`src/rtl/serial_frame_counter.sv`:
```
// Serial-to-parallel frame collector: shift register, loadable bit counter,
// captured frame with valid/ack handshake; optional parity via PARITY_CHECK_EN.
module serial_frame_counter #(
    parameter int DATA_W    = 8,
    parameter int CNT_W     = 3,
    parameter int LSB_FIRST = 0
) (
    input  logic              clk,
    input  logic              rst,
    input  logic              serin,
    input  logic              cnt_en,
    input  logic              ld_cnt,
    input  logic [CNT_W-1:0]  ld_val,
    output logic [CNT_W-1:0]  cnt_out,
    output logic              co,
    output logic [DATA_W-1:0] shift_out,
    output logic [DATA_W-1:0] data_out,
    output logic              data_valid,
    input  logic              data_ack,
    output logic              overrun,
    output logic              parity_err
);

    logic [CNT_W-1:0]  cnt_q;
    logic [DATA_W-1:0] shift_q;
    logic [DATA_W-1:0] shift_nxt;
    logic [DATA_W-1:0] data_q;
    logic              valid_q;
    logic              ovr_q;
    logic              cap;

    assign co  = cnt_en & (&cnt_q);
    assign cap = co & ~ld_cnt;

    generate
        if (LSB_FIRST != 0) begin : g_lsb
            assign shift_nxt = {serin, shift_q[DATA_W-1:1]};
        end else begin : g_msb
            assign shift_nxt = {shift_q[DATA_W-2:0], serin};
        end
    endgenerate

    // Bit counter and shift register; a load wins over a shift.
    always_ff @(posedge clk) begin
        if (rst) begin
            cnt_q   <= '0;
            shift_q <= '0;
        end else if (ld_cnt) begin
            cnt_q <= ld_val;
        end else if (cnt_en) begin
            cnt_q   <= cnt_q + CNT_W'(1);
            shift_q <= shift_nxt;
        end
    end

    // Frame capture, valid/ack handshake and sticky overrun.
    always_ff @(posedge clk) begin
        if (rst) begin
            data_q  <= '0;
            valid_q <= 1'b0;
            ovr_q   <= 1'b0;
        end else if (cap) begin
            data_q  <= shift_nxt;
            valid_q <= 1'b1;
            if (valid_q && !data_ack) begin
                ovr_q <= 1'b1;
            end
        end else if (valid_q && data_ack) begin
            valid_q <= 1'b0;
        end
    end

`ifdef PARITY_CHECK_EN
    logic par_q;
    logic perr_q;

    // Running parity of the current frame; latched into parity_err on capture.
    always_ff @(posedge clk) begin
        if (rst) begin
            par_q  <= 1'b0;
            perr_q <= 1'b0;
        end else if (ld_cnt) begin
            par_q <= 1'b0;
        end else if (cnt_en) begin
            if (cap) begin
                perr_q <= par_q ^ serin;
                par_q  <= 1'b0;
            end else begin
                par_q <= par_q ^ serin;
            end
        end
    end

    assign parity_err = perr_q;
`else
    assign parity_err = 1'b0;
`endif

    assign cnt_out    = cnt_q;
    assign shift_out  = shift_q;
    assign data_out   = data_q;
    assign data_valid = valid_q;
    assign overrun    = ovr_q;

endmodule

```
`config.mk`:
```
export PLATFORM = sky130hd
export DESIGN_NAME = serial_frame_counter
export DESIGN_NICKNAME = d
export VERILOG_FILES = /design/src/rtl/serial_frame_counter.sv
export SDC_FILE = /design/constraint.sdc
export NUM_CORES = 1
export LEC_CHECK = 0
export ABC_CLOCK_PERIOD_IN_PS = 3800
export CELL_PAD_IN_SITES_DETAIL_PLACEMENT = 1
export CELL_PAD_IN_SITES_GLOBAL_PLACEMENT = 2
export CORE_ASPECT_RATIO = 1.75
export CORE_UTILIZATION = 25
export CTS_CLUSTER_DIAMETER = 80
export CTS_CLUSTER_SIZE = 12
export DETAILED_ROUTE_END_ITERATION = 7
export PLACE_DENSITY = 0.88
export RECOVER_POWER = 50
export SLEW_MARGIN = 20
export SYNTH_ARGS = -nofsm -noshare
export SYNTH_HDL_FRONTEND = slang
export SYNTH_SLANG_ARGS = --single-unit
```
`constraint.sdc`:
```
create_clock -name clk -period 3.8 [get_ports clk]
set_input_delay 0.38 -clock clk [delete_from_list [all_inputs] [get_ports clk]]
set_output_delay 0.38 -clock clk [all_outputs]
set_load 0.01 [all_outputs]
```
Word-level counts from Yosys, hierarchy flattened

Cells that the tools add are included.

Register bits: 21
Bits of input ports: 9
Output and inout port bits: 23
Logic and storage cells: 21

Add/sub/neg operators: 1
Muxes and demuxes: 4
Bitwise gates (word level): 3
Reductions and logical operators: 8

Operators by type and width:

| operator            | number |
|---|---|
| $mux 3              | 2 |
| $reduce_and 2->1    | 2 |
| $reduce_bool 2->1   | 2 |
| $add 3x1->3 const B | 1 |
| $reduce_and 3->1    | 1 |
| $and 1x1->1         | 2 |
| $logic_and 1x1->1   | 2 |
| $mux 1              | 2 |
| $logic_not 1->1     | 1 |
| $not 1->1           | 1 |

Logic depth before layout (Yosys ltp)

Gate-level depths: netlist of run 1.

Depth after elaboration: 4
Mapped depth: 6

Worst setup path before layout of run 1

OpenSTA, ideal clock, no wires.

Path type: register to output
Start: register cnt_q[0] (netlist: cnt_out[0])
End: output co
Arrival time: 0.951 ns
Data required time: 3.420 ns
Path slack: 2.469 ns
Stages on the path, launching flop included: 4
Cells stage by stage: dfxtp_1 ha_1 ha_1 and2_1

Word-level cells in the longest chain between the ends: 2

Ends and longest elaborated chain:

| item                     | RTL line | RTL |
|---|---|---|
| start: declaration       | 24       | `logic [CNT_W-1:0] cnt_q;` |
| start signal: assignment | 49       | `cnt_q <= ld_val;` |
| start signal: assignment | 51       | `cnt_q <= cnt_q + CNT_W'(1);` |
| $reduce_and 3->1         | 32       | `assign co = cnt_en & (&cnt_q);` |
| $and 1x1->1              | 32       |  |
| end: declaration         | 15       | `output logic co,` |

Every way passes these cells.

Worst setup path after layout of run 1

Start: input cnt_en
End: output co

Word-level cells in the longest chain between the ends: 1

Ends and longest elaborated chain:

| item               | RTL line | RTL |
|---|---|---|
| start: declaration | 11       | `input logic cnt_en,` |
| $and 1x1->1        | 32       |  |

Every way passes these cells.

==> results of run 1 <==
[placed cells by master (no fill, tap or decap), drive strengths merged, types with 2 or more instances in the layout]
cell	instances
nand2	34
dfxtp	21
clkdlybuf4s50	20
a21oi	17
dlygate4sd3	10
mux2i	3
clkbuf	3
nand2b	2
o21ai	2
nor2b	2
nor2	2
ha	2
[report_power, final]
group	switching (mW)	leakage [nW]	internal, mW
registers	0.00307	0.170	0.223
logic	0.0160	0.271	0.0185
clock network	0.0748	0.0255	0.0732
total	0.0939	0.467	0.315
[cell type report]
type / count / area (µm²)
Fill cell: 387 / 2010
Multi-Input combinational cell: 71 / 379
Sequential cell: 21 / 420
Tap cell: 43 / 53.8
Clock buffer: 3 / 41.3
Timing Repair Buffer: 30 / 300
Clock inverter: 1 / 5.00
[stage by stage]
step | hold slack (ns) | cells | area [µm²] | total power [mW]
global route | 0.481 | 169 | 1200 | 0.427
CTS | 0.461 | 169 | 1200 | 0.419
global placement | 0.441 | 165 | 1150 | 0.266
finish | 0.454 | 169 | 1200 | 0.409
detailed placement | 0.450 | 165 | 1150 | 0.267
floorplan | 0.452 | 100 | 857 | 0.252
[per-layer routing]
metal,part of all wire (%),routed length (µm)
met5,0,0
met4,2.4,47
met1,40,760
met3,3.9,74
met2,54,1040
[cell usage after synthesis (all sizes together), types with 2 or more instances]
| cell | n | area share, % |
|---|---|---|
| nand2 | 34 | 15 |
| dfxtp | 21 | 49 |
| a21oi | 17 | 10 |
| buf | 5 | 5.3 |
| clkbuf | 3 | 1.5 |
| mux2i | 3 | 3.5 |
| ha | 2 | 2.9 |
| nand2b | 2 | 1.5 |
| nor2 | 2 | 0.88 |
| nor2b | 2 | 1.5 |
| o21ai | 2 | 1.2 |
[kinds of logic (layout without fill, tap and decap cells)]
logic type / count (synthesis) / after routing
AOI/OAI and AO/OA: 20 / 20
xor gates and xnor gates: 1 / 1
adders and majority gates: 2 / 2
buffers and inverters: 8 / 34
DFF: 21 / 21
muxes: 3 / 3
other: 1 / 1
and+or+nand+nor: 44 / 44
[flip-flops by register name (all words and copies together) (netlist names)]
signal,count
overrun,1
data_valid,1
data_out,8
shift_out,8
cnt_out,3
[worst max-delay path, stage by stage]
cell             delay, ns
dlygate4sd3_1         0.75
and2_1                0.18
clkdlybuf4s50_1       0.53
[worst max-delay path by stage]
| stage | end | slack, ns | cells past startpoint |
|---|---|---|---|
| finish | co | 1.59 | 3 |
| global route | co | 1.54 | 3 |
| CTS | co | 1.65 | 3 |
| detailed placement | co | 1.65 | 3 |
| global placement | co | 1.67 | 3 |
| floorplan | co | 2.47 | 3 |
==> impl_metrics.ini, run 1 <==
[layout]
nets = 138
drive_above_1_share_pct = 5.56
diodes = 0
fin_util_pct = 37.4
syn_to_final_growth_pct = 40.0

[yosys]
ys_seq_area_share_pct = 49.1
netlist_area_um2 = 857
synth_top_family_by_area = simple AND/OR/NAND/NOR gates
avgSynthCellArea_um2 = 8.57
yosysWarnings = 0
synthMuxAreaShare_pct = 3.50
ys_ff_latch = 21
synth_ff_type = dfxtp_1
synthCells = 100
yosys.area_share.simple_pct = 23.6
async_flop_share_pct = 0
yosysUniqueCellTypes = 21
synth_xor_xnor_area_share_pct = 1.02
synth_edf_count = 0
synth_compound_gate_area_share_pct = 12.7
yosys.area_share.adder_pct = 2.92
syn_nets = 111

[power_and_ir_drop]
total_leakage_power_nw = 0.467
peakVddDrop_uv = 123
power.density_mw_per_mm2 = 341

[timing]
rsz0062_at_grt = no
tns_ns = 0
max_slew_margin_pct = 49.0
fin_skew_ns = 0.00208
setup_violations = 0
period_minus_slack_ns = 2.21
max_freq_mhz = 452
fin_crit_sh_pct = 58.3
drv_slew = 0
tightestPinTransition_ns = 0.763
finalHoldViolCount = 0
worst_slack_ns = 1.59

[grt]
met3_usage_pct = 1.36
gr-usage-met1_pct = 11.9
grt_usage_pct = 11.9
grt.overflow.total = 0
busiest_layer = met2
antenna_found_initial = 0
grtUsageMet2_pct = 21.7
grt_max_degree = 22
grt_pass1_wl_um = 3150
grt_pass1_vias = 687

[clock_network]
htreeDepth = 1
cts_tree = done
clkSinkCount = 21
cts_setup_buffers = 0
cts-hold-fix-buffers = 0
cts_buffer_depth = 2
cts_root_buffer = clkbuf_8
cts_made_buffers = 3
clk_latency_ns = 0.26
cts_resized = 0
clkTransAtPathRegs_ns = 0.08

[floorplanning]
rows = 27
coreArea_mm2 = 0.00321
io_pins = 32
dieWidth_um = 46.3
initial_utilization_pct = 26.7
die_h_um = 79.5
die_area_mm2 = 0.00368

[status]
outcome = finished, final reports clean

[route]
wl_per_cell_um = 11.4
drt_iter0_drc = 5
ant_nets = 0
via_count = 737
via_per_inst = 4.36
route.detailed.drc = 0
detail_route.first_pass.iterations = 4
routed_wl_um = 1920

[critical_path]
r2r.worst_path.cells = 5
critical_path_class = in2out
regToRegSetupSlack_ns = 2.35
cp_max_fo = 8
critical_path.endpoint_type = output port
critPathLaunch = cnt_en
arrival_ns = 1.83
r2r-end = data_out[5]
critPathLaunchType = input pin
timing.rr.start = cnt_out[0]
cp.required_ns = 3.42

[worst_hold_path]
worstHoldStart = data_out[4]
holdPathStages = 2
hold_path_end = data_out[4]
hp-class = reg2reg

[placed_design]
finalWeightedCongestion = 0.648
portBuffers = 30
dp_hpwl_um = 1490
post-place-ws_ns = 1.65

[flow_run]
maxCapViolations = 0
Note: power is estimated with default switching activity, not from simulation.
==> inputs of run 2 (changes only) <==
Settings changed: ABC_CLOCK_PERIOD_IN_PS 3800 to 1900, CORE_UTILIZATION 25 to 21, PLACE_DENSITY 0.88 to 0.8.
Clock period 3.8 ns to 1.9 ns, I/O delays scaled along.
==> impl_metrics.ini, run 2 (synthesis gave the netlist of run 1 again) <==
[status]
outcome = finished, final reports clean

[critical_path]
regToRegSetupSlack_ns = 0.43
cp_slowest_stage_delay_ns = 0.34
crit_path_top_delay_cell = dfxtp_1
r2r.worst_path.cells = 5
critical_path.endpoint_type = output port
critical_path_class = reg2out
arrival_ns = 1.44
critPathLaunchType = register
worstPathCellList = ha_1, ha_2, and2_1, dlygate4sd2_1
cp_max_fo = 3
cp.required_ns = 1.71

[grt]
antenna_found_initial = 0
grt.overflow.total = 0
grt_max_degree = 19
grt_usage_pct = 10.5
grt_pass1_vias = 755
grt_pass1_wl_um = 3310

[layout]
final_cells = 176
nets = 140
drive_above_1_share_pct = 6.25
syn_to_final_growth_pct = 40.7
most-common-layout-cells = 34 x nand2_1, 21 x dfxtp_1, 18 x clkdlybuf4s50_1
final_common_cell = nand2_1
nFillCells = 478
fin_area_mm2 = 0.00121
diodes = 0

[power_and_ir_drop]
peakVddDrop_uv = 336
power.density_mw_per_mm2 = 680
seq_power_share_pct = 55.1
fin_total_pwr_uw = 820
internal-power_uw = 631
combPwrFrac_pct = 8.7
p_clk_share_pct = 36.2
swShare_pct = 23.1
total_leakage_power_nw = 0.462
switchingPower_uw = 189

[floorplanning]
initial_utilization_pct = 22.0
die_h_um = 86.5
rows = 30
coreArea_mm2 = 0.00390
io_pins = 32
die_area_mm2 = 0.00435
dieWidth_um = 50.3

[route]
routed_wl_um = 2010
wl_per_cell_um = 11.4
route.detailed.drc = 0
detail_route.first_pass.iterations = 2
via_per_inst = 4.23
ant_nets = 0
via_count = 745
drt_iter0_drc = 7

[timing]
rsz0062_at_grt = no
fin_worst_hold_slack_ns = 0.453
drv_slew = 0
period_minus_slack_ns = 1.63
setup_violations = 0
finalHoldViolCount = 0
fin_skew_ns = 0.00601
max_freq_mhz = 615
fin_crit_sh_pct = 85.6
tns_ns = 0

[placed_design]
placed_cell_area_mm2 = 0.00117
finalWeightedCongestion = 0.682
dp_hpwl_um = 1580
dpl.cell_count = 172
portBuffers = 30

[clock_network]
clkTransAtPathRegs_ns = 0.07
cts_made_buffers = 3
cts_resized = 2
cts-hold-fix-buffers = 0
clkSinkCount = 21
cts_root_buffer = clkbuf_8
cts_buffer_depth = 2
cts_setup_buffers = 0
htreeDepth = 1
cts_tree = done
clk_latency_ns = 0.27

[worst_hold_path]
hp-class = reg2reg
holdPathStages = 2

[flow_run]
maxCapViolations = 0
-- run 2: cell types whose count changed in the layout (fill, tap and decap cells not counted), sizes merged --
cell | before | now
clkdlybuf4s50 | 20 | 18
dlygate4sd2 | 0 | 1
clkbuf | 3 | 4
buf | 0 | 1
dlygate4sd3 | 10 | 11
-- run 2: power by group through the flow --
| stage | combinational, mW | sequential (mW) | clock (mW) |
|---|---|---|---|
| 2_1_floorplan | 0.0399 | 0.464 | 0 |
| 3_3_place_gp | 0.0743 | 0.462 | 0 |
| 3_5_place_dp | 0.0754 | 0.462 | 0 |
| 4_1_cts | 0.0758 | 0.452 | 0.304 |
| 5_1_grt | 0.0806 | 0.453 | 0.319 |
| 6_report | 0.0714 | 0.452 | 0.297 |
-- run 2: cell type report --
| class | count | area [µm²] | area share (%) |
|---|---|---|---|
| Sequential cell | 21 | 420 | 34.9 |
| Clock buffer | 3 | 41.3 | 3.42 |
| Clock inverter | 1 | 5.00 | 0.415 |
| Tap cell | 48 | 60.1 | 4.98 |
| Multi-Input combinational cell | 71 | 369 | 30.6 |
| Timing Repair Buffer | 32 | 310 | 25.7 |
-- run 2: routing by layer --
metal / vias up / GRT usage [%] / part of all wire [%]
met4: 0 / 8.33 / 3.4
met1: 343 / 9.84 / 38
met2: 23 / 19.0 / 53
met5: - / 0 / 0
met3: 5 / 1.93 / 5.5
li1: 374 / - / -
-- run 2: metrics by stage --
step           setup WS [ns]  util [%]
2_1_floorplan          0.586         -
3_3_place_gp           0.337      30.1
3_5_place_dp           0.227      30.1
4_1_cts                0.230      31.3
5_1_grt                0.197      30.9
6_report               0.274      30.9
-- run 2: worst max-delay path: cells and delay by family, from the launching register on --
kind	cells	cell delay (ns)
AND/OR/NAND/NOR	1	0.15
flip-flops	1	0.34
adder cells (fa/ha/maj)	2	0.39
buffers and inverters	1	0.29
-- run 2: path summary, 6_finish.rpt --
check,startpoint,endpoint
setup / recovery,cnt_out[0],co
hold / removal,data_out[2],data_out[2]
hold reg to reg,data_out[2],data_out[2]
setup reg to reg,cnt_out[0],overrun
